File: src/rtl/mfp_uart_transmitter_if.sv
// mfp_uart_transmitter_if
//   Byte handshake between the system side and the UART transmitter.
//   A byte moves on a rising clock edge when byte_valid and byte_ready
//   are both high.
//
//   byte_data  [7:0]  byte offered for transmission
//   byte_valid        byte_data is offered this cycle
//   byte_ready        transmitter can take a byte this cycle
//
//   master : producer of bytes (system side)
//   slave  : consumer of bytes (the transmitter)
interface mfp_uart_transmitter_if;
  logic [7:0] byte_data;
  logic       byte_valid;
  logic       byte_ready;

  modport master (
    output byte_data,
    output byte_valid,
    input  byte_ready
  );

  modport slave (
    input  byte_data,
    input  byte_valid,
    output byte_ready
  );
endinterface

File: src/rtl/mfp_uart_transmitter.sv
// mfp_uart_transmitter
//   UART transmit side of the MIPSfpga+ serial link. Bytes arrive over a
//   valid/ready handshake, are buffered in a small FIFO and are sent as
//   8N1 frames (start, 8 data bits LSB first, stop) on tx.
//
//   Parameters
//     clock_frequency         system clock in Hz
//     baud_rate               line rate in bit/s
//     clock_cycles_in_symbol  cycles per bit (>= 2)
//     fifo_depth              FIFO entries (power of two, >= 2)
//
//   Ports
//     clock    system clock, rising edge
//     reset    asynchronous, active-high reset
//     byte_if  slave side of the byte handshake
//     tx       serial line, idle high, straight from a register
//     busy     a frame is in progress or bytes are waiting
module mfp_uart_transmitter #(
  parameter int clock_frequency        = 50000000,
  parameter int baud_rate              = 115200,
  parameter int clock_cycles_in_symbol = clock_frequency / baud_rate,
  parameter int fifo_depth             = 4
) (
  input  logic                         clock,
  input  logic                         reset,
  mfp_uart_transmitter_if.slave        byte_if,
  output logic                         tx,
  output logic                         busy
);

  localparam int ptr_w = $clog2(fifo_depth);
  localparam int cnt_w = $clog2(clock_cycles_in_symbol);

  localparam logic [cnt_w-1:0] symbol_last     = cnt_w'(clock_cycles_in_symbol - 1);
  localparam logic [ptr_w:0]   fifo_full_count = (ptr_w + 1)'(fifo_depth);

  typedef enum logic [1:0] {
    ST_IDLE,
    ST_START,
    ST_DATA,
    ST_STOP
  } state_t;

  // ---------------------------------------------------------------------
  // FIFO
  // ---------------------------------------------------------------------
  logic [7:0]       fifo_mem [fifo_depth];
  logic [ptr_w-1:0] wr_ptr;
  logic [ptr_w-1:0] rd_ptr;
  logic [ptr_w:0]   fifo_count;
  logic             fifo_empty;
  logic             push;
  logic             pop;

  // Readiness looks only at the registered count, so a pop in the same
  // cycle never opens a slot for a push into a full FIFO.
  assign byte_if.byte_ready = (fifo_count != fifo_full_count);
  assign fifo_empty         = (fifo_count == '0);
  assign push               = byte_if.byte_valid & byte_if.byte_ready;

  // NOTE: storage has no reset; the pointers and count define which
  // entries are meaningful, so clearing the array would only cost logic.
  always_ff @(posedge clock) begin
    if (push) begin
      fifo_mem[wr_ptr] <= byte_if.byte_data;
    end
  end

  // NOTE: every register is assigned with <= so all flops sample the
  // pre-edge values together, independent of statement order.
  always_ff @(posedge clock or posedge reset) begin
    if (reset) begin
      wr_ptr     <= '0;
      rd_ptr     <= '0;
      fifo_count <= '0;
    end else begin
      if (push) begin
        wr_ptr <= wr_ptr + ptr_w'(1);
      end
      if (pop) begin
        rd_ptr <= rd_ptr + ptr_w'(1);
      end
      case ({push, pop})
        2'b10:   fifo_count <= fifo_count + (ptr_w + 1)'(1);
        2'b01:   fifo_count <= fifo_count - (ptr_w + 1)'(1);
        default: fifo_count <= fifo_count;
      endcase
    end
  end

  // ---------------------------------------------------------------------
  // Serializer FSM
  // ---------------------------------------------------------------------
  state_t           state,     state_next;
  logic [cnt_w-1:0] bit_cnt,   bit_cnt_next;
  logic [2:0]       bit_idx,   bit_idx_next;
  logic [7:0]       shift,     shift_next;
  logic             tx_q,      tx_next;
  logic             symbol_end;

  assign symbol_end = (bit_cnt == '0);

  always_ff @(posedge clock or posedge reset) begin
    if (reset) begin
      state   <= ST_IDLE;
      bit_cnt <= symbol_last;
      bit_idx <= '0;
      shift   <= '0;
      tx_q    <= 1'b1;
    end else begin
      state   <= state_next;
      bit_cnt <= bit_cnt_next;
      bit_idx <= bit_idx_next;
      shift   <= shift_next;
      tx_q    <= tx_next;
    end
  end

  // NOTE: every output of this block gets a default before the case, so
  // no path leaves a signal unassigned and no latch is inferred.
  always_comb begin
    state_next   = state;
    bit_cnt_next = bit_cnt;
    bit_idx_next = bit_idx;
    shift_next   = shift;
    pop          = 1'b0;
    tx_next      = 1'b1;

    // Within a symbol the counter just runs down; it is reloaded below
    // whenever the symbol ends or a new frame is started.
    if (state != ST_IDLE && !symbol_end) begin
      bit_cnt_next = bit_cnt - cnt_w'(1);
    end

    case (state)
      ST_IDLE: begin
        tx_next = 1'b1;
        if (!fifo_empty) begin
          pop          = 1'b1;
          shift_next   = fifo_mem[rd_ptr];
          bit_cnt_next = symbol_last;
          state_next   = ST_START;
        end
      end

      ST_START: begin
        tx_next = 1'b0;
        if (symbol_end) begin
          bit_cnt_next = symbol_last;
          bit_idx_next = '0;
          state_next   = ST_DATA;
        end
      end

      ST_DATA: begin
        tx_next = shift[0];
        if (symbol_end) begin
          bit_cnt_next = symbol_last;
          shift_next   = shift >> 1;
          if (bit_idx == 3'd7) begin
            state_next = ST_STOP;
          end else begin
            bit_idx_next = bit_idx + 3'd1;
          end
        end
      end

      ST_STOP: begin
        tx_next = 1'b1;
        if (symbol_end) begin
          bit_cnt_next = symbol_last;
          // Chain straight into the next start bit when a byte is waiting.
          if (!fifo_empty) begin
            pop        = 1'b1;
            shift_next = fifo_mem[rd_ptr];
            state_next = ST_START;
          end else begin
            state_next = ST_IDLE;
          end
        end
      end

      default: begin
        state_next = ST_IDLE;
      end
    endcase
  end

  // The line level is registered from the current state, so every symbol
  // appears on tx one cycle after the state that owns it.
  assign tx   = tx_q;
  assign busy = (state != ST_IDLE) | (fifo_count != '0);

endmodule

File: src/flat_wrapper.sv
// flat-port wrapper written by rule: the top's interface ports become plain ports
module mfp_uart_transmitter_flat 
#(
  parameter int clock_frequency        = 50000000,
  parameter int baud_rate              = 115200,
  parameter int clock_cycles_in_symbol = clock_frequency / baud_rate,
  parameter int fifo_depth             = 4
)
  (clock, reset, tx, busy, byte_if_byte_data, byte_if_byte_valid, byte_if_byte_ready);
  mfp_uart_transmitter_if byte_if_i ();
  input  logic clock;
  input  logic reset;
  output logic tx;
  output logic busy;
  input wire logic [$bits(byte_if_i.byte_data)-1:0] byte_if_byte_data;
  input wire logic [$bits(byte_if_i.byte_valid)-1:0] byte_if_byte_valid;
  output wire logic [$bits(byte_if_i.byte_ready)-1:0] byte_if_byte_ready;
  assign byte_if_i.byte_data = byte_if_byte_data;
  assign byte_if_i.byte_valid = byte_if_byte_valid;
  assign byte_if_byte_ready = byte_if_i.byte_ready;
  mfp_uart_transmitter #(.clock_frequency(clock_frequency), .baud_rate(baud_rate), .clock_cycles_in_symbol(clock_cycles_in_symbol), .fifo_depth(fifo_depth)) u_core (.clock(clock), .reset(reset), .byte_if(byte_if_i), .tx(tx), .busy(busy));
endmodule
File: config.mk
export PLATFORM = sky130hd
export DESIGN_NAME = mfp_uart_transmitter_flat
export DESIGN_NICKNAME = d
export VERILOG_FILES = /design/src/rtl/mfp_uart_transmitter_if.sv /design/src/rtl/mfp_uart_transmitter.sv /design/src/flat_wrapper.sv
export SDC_FILE = /design/constraint.sdc
export NUM_CORES = 1
export LEC_CHECK = 0
export BUFFER_PORTS_ARGS = -buffer_cell sky130_fd_sc_hd__buf_2
export CORE_MARGIN = 2
export CORE_UTILIZATION = 45
export DETAILED_ROUTE_END_ITERATION = 12
export PLACE_DENSITY_LB_ADDON = 0.25
export SLEW_MARGIN = 20
export SYNTH_ARGS = -nofsm -noshare
export SYNTH_HDL_FRONTEND = slang
export SYNTH_SLANG_ARGS = --single-unit
export TNS_END_PERCENT = 1
File: constraint.sdc
create_clock -name clock -period 4.8 [get_ports clock]
set_input_delay 0.96 -clock clock [delete_from_list [all_inputs] [get_ports clock]]
set_output_delay 0.96 -clock clock [all_outputs]
set_load 0.01 [all_outputs]
==> metrics.txt, run 1 <==
status=completed; standby leakage power=1.368 nW; data required time of the critical path=5060 ps; later-pin clock latency in the skew report=340 ps; clk buf depth=2; Chip Width=84.39 um; instance area after placement=0.003064 sq mm; number of hold violations in the final report=0; area growth from synthesis to layout=13.04%; sequential group share of total power=0.496; maximum fanout count along the critical path=6; met3 Usage GRT=0.03343; unrepaired setup endpoints after global routing=false; hold_buf cts=0; clock share of power=0.375; Clock Sinks=62; count of state elements after synthesis=62; Syn Std Cell Area=0.002908 sq mm; fraction of met2 tracks used by global routing=0.2280; drt first pass iters=4; switching part of the total power=0.2513; Least-Margin Pin Slew=680.0 ps; routing layer with the top usage in global route=met2; path type of the worst setup path=flip-flop to flip-flop; DR DRC count=0; count of boundary I/O pins=14; number of buffers inserted by port buffering=13; Pwr Total=1.356 mW; clock-pin slew of the registers on the worst-case setup and hold paths=70 ps; Syn Area/Cell=14.39 sq um; number of different library cells in the post-synthesis netlist=43; fin crit share=0.5792; vertical extent of the die=84.39 um; Initial Util=0.4606; largest net degree at the start of global routing=19; total number of placement rows=29; kind of end point of the critical path=flip-flop; number of warnings reported in the yosys synthesis log=0; overall routing resource usage=0.1545; highest achievable clock rate=0.3597 GHz; estimated wirelength of the detail-placed design=3212 um; count of final setup violators=0; relative max-transition margin=0.5425; sequential fraction of the synthesis area=0.5912; Int Pwr=1.015 mW; pwr dens=412.5 mW/mm^2; vias in the first global route=1758; most common flop cell mapped by yosys=sky130_fd_sc_hd__edfxtp_1; Routed Wire Length=4709 um; Net Sw Power=0.3408 mW; total core area=0.006314 sq mm; final worst path period need=2780 ps; synthesized netlist cell count=202; number of antenna violations at the first check in global routing=0; clock tree skew after final layout=8.183 ps; number of filler cells placed in the layout=534; global-route wire length before repair=8369 um; final worst hold slack=505.9 ps; Global Route met1 Usage=0.2090; EDFF count, synth=32; TritonCTS buffer count=9; share of total power in combinational logic=0.129; total negative setup slack=0 ps; Max H-tree Level=3; TritonCTS clock tree=built; final net count=250; post-route design area=0.003287 sq mm; number of antenna diodes=0; last weighted congestion value of the routability-driven placer=0.8487; post-CTS setup buffer count=0; Via-to-Cell Ratio=5.297; vias after detailed routing=1621; worst voltage drop across the vdd grid=196.3 uV; Max Cap Viol=0; max-slew violations=0; post-DR wirelength/cell=15.39 um; global route total overflow=0; Die Area=0.007121 sq mm; post_cts resized=0; Iter 0 DRT Violations=82; number of nets in the synthesized netlist=228; class of the worst hold path=flip-flop to flip-flop; critical path launch point type=flip-flop; post-synthesis async set-or-reset flop share=0.4839; share of cells above drive strength 1=0.2707; cell at the root of the clock tree=sky130_fd_sc_hd__clkbuf_8; count of nets left with antenna violations after detail routing=0; arrival time worst endpoint=3040 ps
[path summary, 6_finish.rpt]
path / cells past startpoint / slack, ps / startpoint / endpoint
worst max-delay path: 9 / 2020 / u_core.bit_cnt[6] / u_core.fifo_count[2]
worst min-delay path: 1 / 510 / u_core.fifo_count[0] / u_core.fifo_count[0]
worst max register to register: 9 / 2020 / u_core.bit_cnt[6] / u_core.fifo_count[2]
worst min register to register: 1 / 510 / u_core.fifo_count[0] / u_core.fifo_count[0]
max in group asynchronous: 3 / 3460 / reset / u_core.bit_cnt[0]
min in group asynchronous: 2 / 640 / reset / u_core.bit_idx[2]
[logic make-up after synthesis]
group,share of synthesized area
flip-flops,0.5912
AND/OR/NAND/NOR,0.09337
AO/OA/AOI/OAI,0.06756
multiplexers,0.1360
buffers and inverters,0.02367
adder cells (fa/ha/maj),0.06713
XOR/XNOR,0.02108
[state kept, by name, indices dropped and copies added (netlist names)]
| name | flops |
|---|---|
| u_core.state | 2 |
| u_core.rd_ptr | 2 |
| u_core.bit_cnt | 9 |
| u_core.fifo_count | 3 |
| u_core.fifo_mem | 32 |
| u_core.shift | 8 |
| u_core.wr_ptr | 2 |
| u_core.bit_idx | 3 |
| u_core.tx | 1 |
[synthesized netlist by cell type, types with 3 or more instances]
| master | n | area [sq um] |
|---|---|---|
| sky130_fd_sc_hd__mux4_2 | 8 | 180.2 |
| sky130_fd_sc_hd__inv_1 | 13 | 48.80 |
| sky130_fd_sc_hd__nor2_1 | 6 | 22.52 |
| sky130_fd_sc_hd__dfstp_2 | 6 | 157.7 |
| sky130_fd_sc_hd__a21oi_1 | 8 | 40.04 |
| sky130_fd_sc_hd__nor3_1 | 6 | 30.03 |
| sky130_fd_sc_hd__mux2_4 | 7 | 105.1 |
| sky130_fd_sc_hd__dfrtp_1 | 24 | 600.6 |
| sky130_fd_sc_hd__o2bb2ai_1 | 3 | 26.28 |
| sky130_fd_sc_hd__nand2_1 | 8 | 30.03 |
| sky130_fd_sc_hd__and3_1 | 4 | 25.02 |
| sky130_fd_sc_hd__mux2_2 | 7 | 78.83 |
| sky130_fd_sc_hd__xor2_1 | 4 | 35.03 |
| sky130_fd_sc_hd__xnor2_1 | 3 | 26.28 |
| sky130_fd_sc_hd__nor2b_1 | 4 | 25.02 |
| sky130_fd_sc_hd__nand3_1 | 3 | 15.01 |
| sky130_fd_sc_hd__ha_1 | 14 | 175.2 |
| sky130_fd_sc_hd__a211o_1 | 4 | 35.03 |
| sky130_fd_sc_hd__o21ai_0 | 4 | 20.02 |
| sky130_fd_sc_hd__edfxtp_1 | 32 | 960.9 |
| sky130_fd_sc_hd__or3_1 | 3 | 18.77 |
| sky130_fd_sc_hd__and2_1 | 3 | 18.77 |
[critical path, cell delays in order, from the launching register on]
cell	delay, ps
sky130_fd_sc_hd__dfrtp_1	430
sky130_fd_sc_hd__nor4_1	640
sky130_fd_sc_hd__a31oi_1	220
sky130_fd_sc_hd__nor3_1	320
sky130_fd_sc_hd__ha_1	240
sky130_fd_sc_hd__inv_1	60
sky130_fd_sc_hd__fa_1	370
sky130_fd_sc_hd__xor2_1	150
sky130_fd_sc_hd__nor2_1	120
sky130_fd_sc_hd__xor2_1	150
[cell usage in the layout, fill, tap and decap left out, drive strengths merged, types with 2 or more instances in the layout]
master / n
a211o: 4
a211oi: 2
a21oi: 8
a22oi: 2
and2: 3
and3: 4
buf: 15
bufinv: 2
clkbuf: 10
clkinv: 3
dfrtp: 24
dfstp: 6
edfxtp: 32
ha: 14
inv: 14
mux2: 15
mux2i: 2
mux4: 8
nand2: 8
nand3: 3
nor2: 6
nor2b: 4
nor3: 6
nor4: 2
nor4b: 2
o21ai: 5
o2bb2ai: 3
or2: 3
or3: 3
or4: 2
xnor2: 3
xor2: 4
[stage by stage]
step                std cells  utilization  setup slack [ps]
finish                    306       0.5206              2020
global route              306       0.5206              1794
CTS                       306       0.5206              2037
detailed placement        290       0.4853              2047
global placement          290       0.4853              2181
floorplan                 202            -              2381
[layout make-up]
cell class / instances / area, sq um / area share
clock inverters: 6 / 95.09 / 0.02893
multi-input cells: 123 / 1120 / 0.3407
well taps: 77 / 96.34 / 0.02931
repair buffers: 15 / 80.08 / 0.02436
clock buffers: 10 / 127.6 / 0.03883
inverters: 13 / 48.80 / 0.01485
flip-flops and latches: 62 / 1719 / 0.5230
[routing by layer]
layer | vias to the layer above | wire length [um]
li1 | 802 | -
met1 | 792 | 2357
met2 | 16 | 2116
met3 | 11 | 114
met4 | 0 | 121
met5 | - | 0
[power groups by stage]
stage	Clock, mW	Sequential [mW]	Combinational, mW
global placement	0	0.682	0.177
global route	0.548	0.680	0.204
detailed placement	0	0.684	0.180
floorplan	0	0.674	0.129
CTS	0.520	0.674	0.182
finish	0.508	0.673	0.176
Note: power is estimated with default switching activity, not from simulation.
==> run 2, diff against run 1 <==
- clock period: 4.8 -> 2.78 ns (I/O delays scaled with it)
==> run 2 against run 1 <==
Non-clock buffer count rose by 3. Cell area hardly changed. Critical path type unchanged. Core utilization barely moved.
==> metrics.txt, run 2 (synthesized netlist as in run 1, its figures left out) <==
Clock Sinks=62 (unchanged); post_cts resized=0 (unchanged); post-CTS setup buffer count=0 (unchanged); TritonCTS buffer count=9 (unchanged); worst voltage drop across the vdd grid=389.2 uV (+98%); number of antenna violations at the first check in global routing=0 (unchanged); kind of end point of the critical path=flip-flop; area growth from synthesis to layout=12.95% (about the same); clock tree skew after final layout=10.93 ps (+2.751 ps); total number of placement rows=29 (unchanged); vias after detailed routing=1590 (-1.9%); Buf+Inv Stages, Crit Path=2 (+1); Routed Wire Length=4665 um (-0.93%); drt first pass iters=4 (unchanged); path type of the worst setup path=flip-flop to flip-flop; cells traversed along the worst timing path=inv_1 -> ha_1 -> nor4b_2 -> a31oi_1 -> nor3_1 -> ha_1 -> inv_1 -> fa_1 -> xor2_1 -> nor2_1 -> xor2_1; Initial Util=0.4606 (unchanged); Least-Margin Pin Slew=568.8 ps (-111.2 ps); class of the worst hold path=input pin to asynchronous set/reset pin; status=completed; Max H-tree Level=3 (unchanged); clk buf depth=2 (unchanged); number of buffers inserted by port buffering=13 (unchanged); number of hold violations in the final report=0 (unchanged); cell at the root of the clock tree=sky130_fd_sc_hd__clkbuf_8; hold_buf cts=0 (unchanged); vertical extent of the die=84.39 um (unchanged); TritonCTS clock tree=built; Iter 0 DRT Violations=89 (+8.5%); overall routing resource usage=0.1477 (-0.006723); count of boundary I/O pins=14 (unchanged); total negative setup slack=0 ps (unchanged); Via-to-Cell Ratio=5.146 (-2.9%); final worst path period need=2489 ps (-291.0 ps); post-DR wirelength/cell=15.10 um (-1.9%); DR DRC count=0 (unchanged); Max Cap Viol=0 (unchanged); clock-pin slew of the registers on the worst-case setup and hold paths=70 ps (about the same); Chip Width=84.39 um (unchanged); maximum fanout count along the critical path=3 (-3); global route total overflow=0 (unchanged); Die Area=0.007121 sq mm (unchanged); total core area=0.006314 sq mm (unchanged); count of final setup violators=0 (unchanged); global-route wire length before repair=8128 um (-2.9%); critical path launch point type=flip-flop; later-pin clock latency in the skew report=330 ps (about the same); Core Util, Final=0.5202 (about the same); pwr dens=684.4 mW/mm^2 (+66%); largest net degree at the start of global routing=31 (+12); final worst hold slack=283.8 ps (-222.1 ps); number of antenna diodes=0 (unchanged); top flop regs=u_core.fifo_mem (32), u_core.bit_cnt (9), u_core.shift (8); last weighted congestion value of the routability-driven placer=0.7814 (-7.9%); fin crit share=0.8953 (+0.3162); vias in the first global route=1628 (-7.4%); Pwr Total=2.248 mW (+66%); crit path max-delay cell type=sky130_fd_sc_hd__dfrtp_1; unrepaired setup endpoints after global routing=false; data required time of the critical path=3040 ps (-2020 ps); maximum cell stage delay along the critical path=390 ps (-250 ps); arrival time worst endpoint=2750 ps (-290 ps); max-slew violations=0 (unchanged); share of cells above drive strength 1=0.2802 (+0.009430); register ranked first by flip-flop count=u_core.fifo_mem; highest achievable clock rate=0.4018 GHz (+12%); relative max-transition margin=0.6208 (+0.07830); count of nets left with antenna violations after detail routing=0 (unchanged); post-route design area=0.003284 sq mm (about the same); most common cell after layout, fill and taps aside=sky130_fd_sc_hd__edfxtp_1; number of filler cells placed in the layout=560 (+4.9%); final net count=253 (+1.2%); instance area after placement=0.003087 sq mm (+0.73%); estimated wirelength of the detail-placed design=3191 um (-0.65%); standby leakage power=1.374 nW (+0.45%); commonest cells after routing, fill and taps aside=sky130_fd_sc_hd__edfxtp_1, sky130_fd_sc_hd__dfrtp_1, sky130_fd_sc_hd__ha_1, sky130_fd_sc_hd__inv_1, sky130_fd_sc_hd__buf_2; kind of cell with the highest combined delay on the critical path=adder cells; max reg flops=32 (unchanged)
-- run 2: cell types whose count changed in the layout (fill, tap and decap cells not counted) --
cell                        previous run  this run
sky130_fd_sc_hd__buf_4                 2         5
sky130_fd_sc_hd__bufinv_16             2         1
sky130_fd_sc_hd__clkinv_2              0         1
-- run 2: power by group --
| group | leakage (nW) | internal (mW) | switching [mW] | total (mW) |
|---|---|---|---|---|
| clock | 0.101 | 0.420 | 0.358 | 0.778 |
| combinational | 0.623 | 0.130 | 0.179 | 0.309 |
| sequential | 0.650 | 1.11 | 0.0492 | 1.16 |
| total | 1.37 | 1.66 | 0.587 | 2.25 |
-- run 2: layout make-up --
| class | count | area, sq um | area share |
|---|---|---|---|
| Timing Repair Buffer | 18 | 102.6 | 0.03124 |
| Inverter | 13 | 48.80 | 0.01486 |
| Multi-Input combinational cell | 123 | 1120 | 0.3410 |
| Clock buffer | 10 | 127.6 | 0.03886 |
| Tap cell | 77 | 96.34 | 0.02933 |
| Clock inverter | 6 | 70.07 | 0.02133 |
| Sequential cell | 62 | 1719 | 0.5234 |
-- run 2: final timing paths --
kind	depth (start not counted)	start	slack, ps	end
worst max-delay path	11	u_core.bit_cnt[1]	290	u_core.fifo_count[2]
worst min-delay path	3	reset	280	u_core.bit_idx[0]
worst max register to register	11	u_core.bit_cnt[1]	290	u_core.fifo_count[2]
worst min register to register	1	u_core.fifo_count[0]	510	u_core.fifo_count[0]
max in group asynchronous	3	reset	2150	u_core.bit_cnt[7]
min in group clock	1	byte_if_byte_data[2]	440	u_core.fifo_mem[2][2]
-- run 2: metal layers --
| metal | global-route usage | vias up | part of all wire |
|---|---|---|---|
| met4 | 0.06061 | 0 | 0.016 |
| met1 | 0.2198 | 759 | 0.51 |
| met2 | 0.2056 | 20 | 0.44 |
| li1 | - | 803 | - |
| met3 | 0.04031 | 8 | 0.027 |
| met5 | 0 | - | 0 |
-- run 2: tightest hold or removal path, delay by kind of cell --
kind / cells / cell delay [ps]
buffers and inverters: 3 / 480
-- run 2: per-stage QoR --
stage          setup WS [ps]  instances
3_5_place_dp           279.8        293
6_report               290.9        309
3_3_place_gp           403.5        293
4_1_cts                272.7        309
5_1_grt                39.77        309
2_1_floorplan          361.4        202
==> run 3, diff against run 2 <==
- CTS_BUF_LIST: default -> sky130_fd_sc_hd__clkbuf_8 sky130_fd_sc_hd__clkbuf_16
- PLACE_DENSITY_LB_ADDON: 0.25 -> default
==> run 3 against run 2 <==
Die area did not move. Count of clock-buffer cells in the layout fell by 1. Fmax rose by 1.9%.
==> metrics.txt, run 3 (synthesized netlist as in run 1, its figures left out) <==
kind of end point of the critical path=flip-flop; post-DR wirelength/cell=15.66 um (+3.8%); later-pin clock latency in the skew report=350 ps (+20 ps); global route total overflow=0 (unchanged); maximum fanout count along the critical path=5 (+2); Core Util, Final=0.5202 (unchanged); TritonCTS clock tree=built; Routed Wire Length=4809 um (+3.1%); Initial Util=0.4606 (unchanged); clk buf depth=2 (unchanged); top flop regs=u_core.fifo_mem (32), u_core.bit_cnt (9), u_core.shift (8); Die Area=0.007121 sq mm (unchanged); TritonCTS buffer count=9 (unchanged); Least-Margin Pin Slew=569.9 ps (+1.110 ps); most common cell after layout, fill and taps aside=sky130_fd_sc_hd__edfxtp_1; Max Cap Viol=0 (unchanged); arrival time worst endpoint=2720 ps (-30 ps); Max H-tree Level=3 (unchanged); Pwr Total=2.264 mW (+0.71%); clock-pin slew of the registers on the worst-case setup and hold paths=70 ps (about the same); path type of the worst setup path=flip-flop to flip-flop; final worst path period need=2443 ps (-46.04 ps); total core area=0.006314 sq mm (unchanged); estimated wirelength of the detail-placed design=3208 um (+0.50%); max-slew violations=0 (unchanged); Via-to-Cell Ratio=5.319 (+3.4%); vias in the first global route=1667 (+2.4%); number of hold violations in the final report=0 (unchanged); count of nets left with antenna violations after detail routing=0 (unchanged); data required time of the critical path=3050 ps (about the same); class of the worst hold path=input pin to asynchronous set/reset pin; drt first pass iters=4 (unchanged); Clock Sinks=62 (unchanged); Chip Width=84.39 um (unchanged); number of antenna violations at the first check in global routing=0 (unchanged); count of boundary I/O pins=14 (unchanged); cell at the root of the clock tree=sky130_fd_sc_hd__clkbuf_8; critical path launch point type=flip-flop; final net count=251 (-0.79%); number of buffers inserted by port buffering=13 (unchanged); share of cells above drive strength 1=0.2783 (-0.001912); area growth from synthesis to layout=12.95% (unchanged); Iter 0 DRT Violations=98 (+10%); DR DRC count=0 (unchanged); max reg flops=32 (unchanged); commonest cells after routing, fill and taps aside=sky130_fd_sc_hd__edfxtp_1, sky130_fd_sc_hd__dfrtp_1, sky130_fd_sc_hd__inv_1, sky130_fd_sc_hd__ha_1, sky130_fd_sc_hd__buf_2; worst voltage drop across the vdd grid=452.5 uV (+16%); count of final setup violators=0 (unchanged); Worst Setup SP=u_core.bit_cnt[1]; global-route wire length before repair=8493 um (+4.5%); clock tree skew after final layout=10.91 ps (-0.02580 ps); status=completed; relative max-transition margin=0.6201 (-0.0007400); final worst hold slack=269.7 ps (-14.11 ps); largest net degree at the start of global routing=31 (unchanged); total number of placement rows=29 (unchanged); last weighted congestion value of the routability-driven placer=0.7329 (-6.2%); overall routing resource usage=0.1583 (+0.01054); unrepaired setup endpoints after global routing=false; fin crit share=0.8788 (-0.01656); number of antenna diodes=0 (unchanged); register ranked first by flip-flop count=u_core.fifo_mem; number of cell instances on the worst register-to-register path=11 (unchanged); total negative setup slack=0 ps (unchanged); standby leakage power=1.359 nW (-1.1%); highest achievable clock rate=0.4093 GHz (+1.9%); vias after detailed routing=1633 (+2.7%); Critical R2R Launch=u_core.bit_cnt[1]; pwr dens=689.3 mW/mm^2 (+0.71%); vertical extent of the die=84.39 um (unchanged); hold_buf cts=0 (unchanged)
run 3: changes by cell type in the layout (fill, tap and decap cells not counted):
cell                         delta
sky130_fd_sc_hd__buf_4          -2
sky130_fd_sc_hd__clkbuf_1       -1
sky130_fd_sc_hd__clkinv_2       -1
sky130_fd_sc_hd__clkinv_4       -1
sky130_fd_sc_hd__clkinvlp_4     +2
sky130_fd_sc_hd__inv_1          +1
sky130_fd_sc_hd__nor3_1         -1
sky130_fd_sc_hd__nor3_2         +1
sky130_fd_sc_hd__nor4b_2        -1
sky130_fd_sc_hd__nor4b_4        +1
run 3: cell type report:
| type | count | area (sq um) |
|---|---|---|
| Clock inverter | 7 | 75.07 |
| Timing Repair Buffer | 16 | 87.58 |
| Tap cell | 77 | 96.34 |
| Multi-Input combinational cell | 123 | 1134 |
| Clock buffer | 9 | 123.9 |
| Inverter | 13 | 48.80 |
| Sequential cell | 62 | 1719 |
| Fill cell | 552 | 3029 |
run 3: timing repair:
action,4_1_cts,5_1_grt
setup buffers,0,0
gates resized for setup,0,2
setup endpoints to repair,0,1
run 3: through the flow:
step	worst slack (ps)	area, sq um	cells
final	337.0	3284	307
after global routing	63.64	3284	307
after CTS	140.5	3271	307
after detailed placement	170.1	3072	291
after global placement	215.8	3072	291
after floorplan	361.4	2908	202
run 3: worst max-delay path: stages (launching register included):
cell	delay, ps
sky130_fd_sc_hd__dfrtp_1	390
sky130_fd_sc_hd__inv_1	60
sky130_fd_sc_hd__ha_1	190
sky130_fd_sc_hd__nor4b_4	300
sky130_fd_sc_hd__a31oi_1	190
sky130_fd_sc_hd__nor3_2	200
sky130_fd_sc_hd__ha_1	220
sky130_fd_sc_hd__inv_1	60
sky130_fd_sc_hd__fa_1	370
sky130_fd_sc_hd__xor2_1	150
sky130_fd_sc_hd__nor2_1	110
sky130_fd_sc_hd__xor2_1	150
run 3: worst paths after layout:
path / to / slack, ps
worst max-delay path: u_core.fifo_count[2] / 340
worst min-delay path: u_core.fifo_count[1] / 270
worst max register to register: u_core.fifo_count[2] / 340
worst min register to register: u_core.fifo_count[0] / 510
max in group asynchronous: u_core.bit_cnt[8] / 2180
min in group clock: u_core.fifo_mem[1][1] / 420
run 3: report_power, final:
part	internal [mW]	leakage [nW]	switching (mW)
logic	0.128	0.612	0.174
registers	1.11	0.650	0.0491
clock network	0.416	0.0972	0.386
run 3: layer usage:
layer  wire length (um)  global-route usage
met3                158             0.05015
met1               2428              0.2312
met5                  0                   0
met4                102             0.07359
met2               2120              0.2157
